File: src/rtl/display_pkg.sv
// Shared constants and helpers for the seven-segment display scanner.
// Contents:
//   NIBBLE_W                          - width of one displayed digit
//   DEFAULT_DIGITS / DEFAULT_PRESCALE - default scanner configuration
//   MAX_DIGITS                        - widest bank the scanner supports
//   onehot(idx)                       - one-hot digit vector (MAX_DIGITS wide; callers slice it)
package display_pkg;

  localparam int unsigned NIBBLE_W         = 4;
  localparam int unsigned DEFAULT_DIGITS   = 4;
  localparam int unsigned DEFAULT_PRESCALE = 1000;
  localparam int unsigned MAX_DIGITS       = 8;

  typedef logic [MAX_DIGITS-1:0] digit_vec_t;

  function automatic digit_vec_t onehot(input logic [2:0] idx);
    return digit_vec_t'(1) << idx;
  endfunction

endpackage

File: src/rtl/tick_gen.sv
// Refresh prescaler for the display scanner.
// Counts 0..PRESCALE-1 and flags the last count so the scanner can step digits.
// Ports:
//   clk   - system clock, rising edge
//   reset - synchronous active-high reset (counter to 0)
//   tick  - high while the counter sits at PRESCALE-1
module tick_gen #(
  parameter int unsigned PRESCALE = 1000
) (
  input  logic clk,
  input  logic reset,
  output logic tick
);

  localparam int unsigned CntW = (PRESCALE > 1) ? $clog2(PRESCALE) : 1;
  localparam logic [CntW-1:0] LastCnt = CntW'(PRESCALE - 1);

  logic [CntW-1:0] cnt_q, cnt_d;

  assign tick = (cnt_q == LastCnt);

  always_comb begin
    cnt_d = tick ? '0 : cnt_q + 1'b1;
  end

  always_ff @(posedge clk) begin
    if (reset) begin
      cnt_q <= '0;
    end else begin
      cnt_q <= cnt_d;
    end
  end

endmodule

File: src/rtl/display_scanner.sv
// Time-multiplexed scanner for a bank of common-cathode seven-segment digits.
// Holds a shadow copy of the packed digit value and lights one digit at a time,
// PRESCALE cycles per digit, presenting its nibble to the downstream decoder.
// Ports:
//   clk        - system clock, rising edge
//   reset      - synchronous active-high reset
//   value      - packed digits, nibble 0 is the rightmost digit
//   load       - capture strobe for value into the shadow register
//   blank      - forces all digit enables off; scanning continues
//   bcd        - nibble of the lit digit (registered)
//   digit_en   - one-hot enable of the lit digit (registered)
//   frame_done - one-cycle pulse as the scan wraps from the last digit to digit 0
// Build option: define DISPLAY_SCANNER_LZB_EN for leading-zero blanking.
module display_scanner
  import display_pkg::*;
#(
  parameter int unsigned DIGITS   = DEFAULT_DIGITS,
  parameter int unsigned PRESCALE = DEFAULT_PRESCALE
) (
  input  logic                         clk,
  input  logic                         reset,
  input  logic [NIBBLE_W*DIGITS-1:0]   value,
  input  logic                         load,
  input  logic                         blank,
  output logic [NIBBLE_W-1:0]          bcd,
  output logic [DIGITS-1:0]            digit_en,
  output logic                         frame_done
);

  localparam int unsigned IdxW = $clog2(DIGITS);
  localparam logic [IdxW-1:0] LastIdx = IdxW'(DIGITS - 1);

  logic                       tick;
  logic [IdxW-1:0]            idx_q, idx_d;
  logic [NIBBLE_W*DIGITS-1:0] shadow_q, shadow_d;
  logic [NIBBLE_W-1:0]        bcd_q, bcd_d;
  logic [DIGITS-1:0]          digit_en_q, digit_en_d;
  logic                       frame_done_q, frame_done_d;
  logic [DIGITS-1:0]          keep;
  digit_vec_t                 oh_full;
  logic                       unused_oh;

  tick_gen #(
    .PRESCALE (PRESCALE)
  ) u_tick_gen (
    .clk   (clk),
    .reset (reset),
    .tick  (tick)
  );

  // Digits whose nibble and every nibble to its left are zero are leading zeros.
  always_comb begin
    keep = '1;
`ifdef DISPLAY_SCANNER_LZB_EN
    begin
      logic nz;
      nz = 1'b0;
      for (int i = DIGITS - 1; i >= 1; i--) begin
        nz      = nz | (|shadow_q[NIBBLE_W*i +: NIBBLE_W]);
        keep[i] = nz;
      end
    end
`endif
  end

  assign oh_full   = onehot(3'(idx_q));
  assign unused_oh = ^(oh_full >> DIGITS);

  always_comb begin
    idx_d        = idx_q;
    if (tick) begin
      idx_d = (idx_q == LastIdx) ? '0 : idx_q + 1'b1;
    end
    shadow_d     = load ? value : shadow_q;
    // Outputs read the pre-edge idx/shadow, giving one cycle of latency.
    bcd_d        = shadow_q[NIBBLE_W*idx_q +: NIBBLE_W];
    digit_en_d   = blank ? '0 : (oh_full[DIGITS-1:0] & keep);
    frame_done_d = tick && (idx_q == LastIdx);
  end

  always_ff @(posedge clk) begin
    if (reset) begin
      idx_q        <= '0;
      shadow_q     <= '0;
      bcd_q        <= '0;
      digit_en_q   <= '0;
      frame_done_q <= 1'b0;
    end else begin
      idx_q        <= idx_d;
      shadow_q     <= shadow_d;
      bcd_q        <= bcd_d;
      digit_en_q   <= digit_en_d;
      frame_done_q <= frame_done_d;
    end
  end

  assign bcd        = bcd_q;
  assign digit_en   = digit_en_q;
  assign frame_done = frame_done_q;

endmodule
File: config.mk
export PLATFORM = sky130hd
export DESIGN_NAME = display_scanner
export DESIGN_NICKNAME = d
export VERILOG_FILES = /design/src/rtl/display_pkg.sv /design/src/rtl/tick_gen.sv /design/src/rtl/display_scanner.sv
export SDC_FILE = /design/constraint.sdc
export NUM_CORES = 1
export LEC_CHECK = 0
export CAP_MARGIN = 10
export CORE_ASPECT_RATIO = 0.6
export CORE_MARGIN = 8
export CORE_UTILIZATION = 45
export DETAILED_ROUTE_END_ITERATION = 8
export MAX_ROUTING_LAYER = met4
export PLACE_DENSITY = 0.74
export SYNTH_ARGS = -nofsm -noshare
export SYNTH_HDL_FRONTEND = slang
export SYNTH_SLANG_ARGS = --single-unit
export TNS_END_PERCENT = 1
File: constraint.sdc
create_clock -name clk -period 1.4 [get_ports clk]
set_input_delay 0.28 -clock clk [delete_from_list [all_inputs] [get_ports clk]]
set_output_delay 0.28 -clock clk [all_outputs]
set_load 0.005 [all_outputs]
==> metrics, run 1 <==
Die X=89.67 um; CTS Hold Bufs=0; outcome=finished clean; Max Clk Rate=726.7 MHz; relative slew slack=74.01%; slew of the pin with the lowest slew margin=0.3893 ns; area delta synth->final=38.86%; PD cells=1120 nW/um2; syn_area_per_cell=10.47 um2; PortBufs=28; initial antenna violation count=0; DRC=0; Post-Synth Simple-Gate Area=19.47%; worst min-delay path startpoint=shadow_q[2]; Sink Count=37; vias in the first global route=1147; gr usage total=14.29%; worst hold stages=2; Startpoint Class=flip-flop; n_diodes=0; worst setup path category=reg2out; dpl ws=-0.09726 ns; worst vdd ir=0.0006835 V; routability cong.=0.8344; post-synthesis cell type count=32; R2R depth=5; crit-path cells=clkdlybuf4s50_1; portion of netlist area occupied by mux cells=17.08%; max cap viols=0; post-synthesis compound-gate area fraction=6.576%; crit-path leading delay family=buffers and inverters; Syn. warnings=0; filler cell count=260; RSZ-0062 raised after global routing=true; Synth Area in XOR/XNOR=1.793%; placed cell count=217; Worst EP required=1.12 ns; worst skew pair latency=0.28 ns; Starting Density=46.03%; Longest Clk Path Bufs=2; CP bufs+invs=1; synthesized cell area=1465 um2; period utilization=98.30%; global-route wire length before repair=5540 um; routed len/inst=15.40 um; count leader, synth=dfxtp_1; top_reg_cell synth=dfxtp_1; Slowest cell on crit path=clkdlybuf4s50_1; Largest stage delay, worst path=0.50 ns; die area=5398 um2; core area=3183 um2; CP Capture Type=output port; Seq/Total Area, Yosys=50.56%; reg2reg end=idx_q[0]; Vias/cell=5.209; Hold Fails Final Rpt=0; EDFF count, synth=0; Max H-tree Level=2; FFs w/ async S/R, synth=0%; syn_nets=162; first-pass detailed-route iteration total=4; Syn Inst Count=140; # setup viols final=0; reg-to-reg slack, setup=0.08 ns; share of post-route cells with drive strength above 1=18.89%; DR vias=1172; number of core rows=16; largest area contributor in the netlist=dfxtp_1; Commonest cells post-synth=dfxtp_1 (37), nor2_1 (22), mux2i_1 (16); cts bufs inserted=5; min setup slack post-route=0.02383 ns; Antenna Nets Post-Route=0; gr ovfl total=0; post-synthesis adder-cell area fraction=1.708%; clock transition at the registers of the reported paths=0.07 ns; Die Y=60.20 um; Period minus WS final=1.376 ns; Final Max Slew Viols=0; critical path arrival=1.10 ns; postcts setup bufs=0; FF-to-FF Start=u_tick_gen.cnt_q[1]; Final nets=201; DR iter-0 viols=94; CTS Root Cell=clkbuf_8; Hold Crit Endpoint=shadow_q[2]; post-route core utilization=63.92%; # IOs=29; Setup Skew=0.006175 ns; non-filler cells, final=225; DRT Wirelength=3465 um; Synth top area share=50.56%; largest net degree at the start of global routing=27; WHS=0.4954 ns; Worst Hold Class=reg2reg; Setup Total Neg Slack=0 ns; largest family of logic cells by synthesized area=simple AND/OR/NAND/NOR gates; leakage=0.8279 nW; crit path max fanout=1; Synth Register Bits=37; largest cells by area after synthesis=dfxtp_1 (51%), mux2i_1 (11%), mux4_2 (6.1%); TritonCTS clock tree=yes; HPWL after DPL=2578 um
## layout make-up
cell class | instances | area [um2] | area share (%)
tap | 45 | 56.30 | 2.768
clock buffer | 7 | 86.33 | 4.244
clock inverter | 1 | 30.03 | 1.476
inverter | 3 | 11.26 | 0.5535
sequential | 37 | 752.0 | 36.96
multi-input combinational | 93 | 715.7 | 35.18
timing repair buffer | 39 | 382.9 | 18.82
## worst register-to-register path, cell delays in order (launching register included)
cell       delay, ns
dfxtp_4         0.37
ha_4            0.14
nand4bb_1       0.17
buf_4           0.21
o31ai_1         0.24
a21oi_1         0.09
## how the worst max path moves through the flow
stage                     slack, ns                  end  cells past startpoint                 from
after floorplan               0.009  u_tick_gen.cnt_q[3]                      4  u_tick_gen.cnt_q[0]
after global placement         0.07          shadow_q[4]                      4                 load
after detailed placement       -0.1             idx_q[1]                      5  u_tick_gen.cnt_q[1]
after CTS                     0.008           frame_done                      1           frame_done
after global routing          -0.02  u_tick_gen.cnt_q[8]                      4  u_tick_gen.cnt_q[1]
final                          0.02          digit_en[1]                      1          digit_en[1]
## cells in the final DEF (no fill, tap or decap), types with 2 or more instances in the layout
cell,count
a31oi_1,2
inv_1,3
or3_1,3
nor2_1,22
clkdlybuf4s50_1,25
nor4b_1,2
a21oi_1,5
o21ai_0,3
dlymetal6s2s_1,3
o31ai_1,2
nand4_1,3
mux2i_1,16
or4_1,2
nand2_1,6
dfxtp_2,6
xor2_1,2
and2_1,4
buf_4,10
dfxtp_1,30
nand3_1,2
mux4_2,4
clkbuf_8,6
## per-layer routing
metal | GRT usage [%] | wire length [um] | vias up | part of all wire [%]
met5 | - | 0 | - | 0
met4 | 6.338 | 40 | 0 | 1.2
met3 | 4.252 | 255 | 5 | 7.4
met2 | 21.04 | 1592 | 36 | 46
met1 | 17.67 | 1577 | 549 | 46
li1 | - | - | 582 | -
## where the power goes
group          leakage [nW]  internal [W]  switching (W)  total [W]
combinational         0.463      0.000127      0.0000779   0.000205
sequential            0.306       0.00110      0.0000377    0.00114
clock                0.0585      0.000580       0.000355   0.000935
## registers in the layout, indices dropped and copies added, names as in the netlist
register	cells
shadow_q	16
u_tick_gen.cnt_q	10
bcd	4
digit_en	4
idx_q	2
frame_done	1
## cells by family after synthesis
group	count (synthesis)
compound gates	15
xor+xnor	3
fa+ha+maj	2
buf+inv	10
flops	37
mux	20
simple gates	53
## metrics by stage
| step | total power, W | area (um2) |
|---|---|---|
| 2_1_floorplan | 0.001244 | 1465 |
| 3_3_place_gp | 0.001345 | 1867 |
| 3_5_place_dp | 0.001356 | 1867 |
| 4_1_cts | 0.002289 | 1989 |
| 5_1_grt | 0.002361 | 2034 |
| 6_report | 0.002279 | 2034 |
## what timing repair did
item | 4_1_cts | 5_1_grt
resized for setup | 1 | 15
pin swaps | 0 | 2
endpoints found under the setup margin | 2 | 10
Note: power is estimated with default switching activity, not from simulation.
==> run 2: changes to the inputs <==
- HOLD_SLACK_MARGIN: not set -> 0.03
==> results of run 2 <==
Final layout, timing and power as in run 1 (identical DEF).
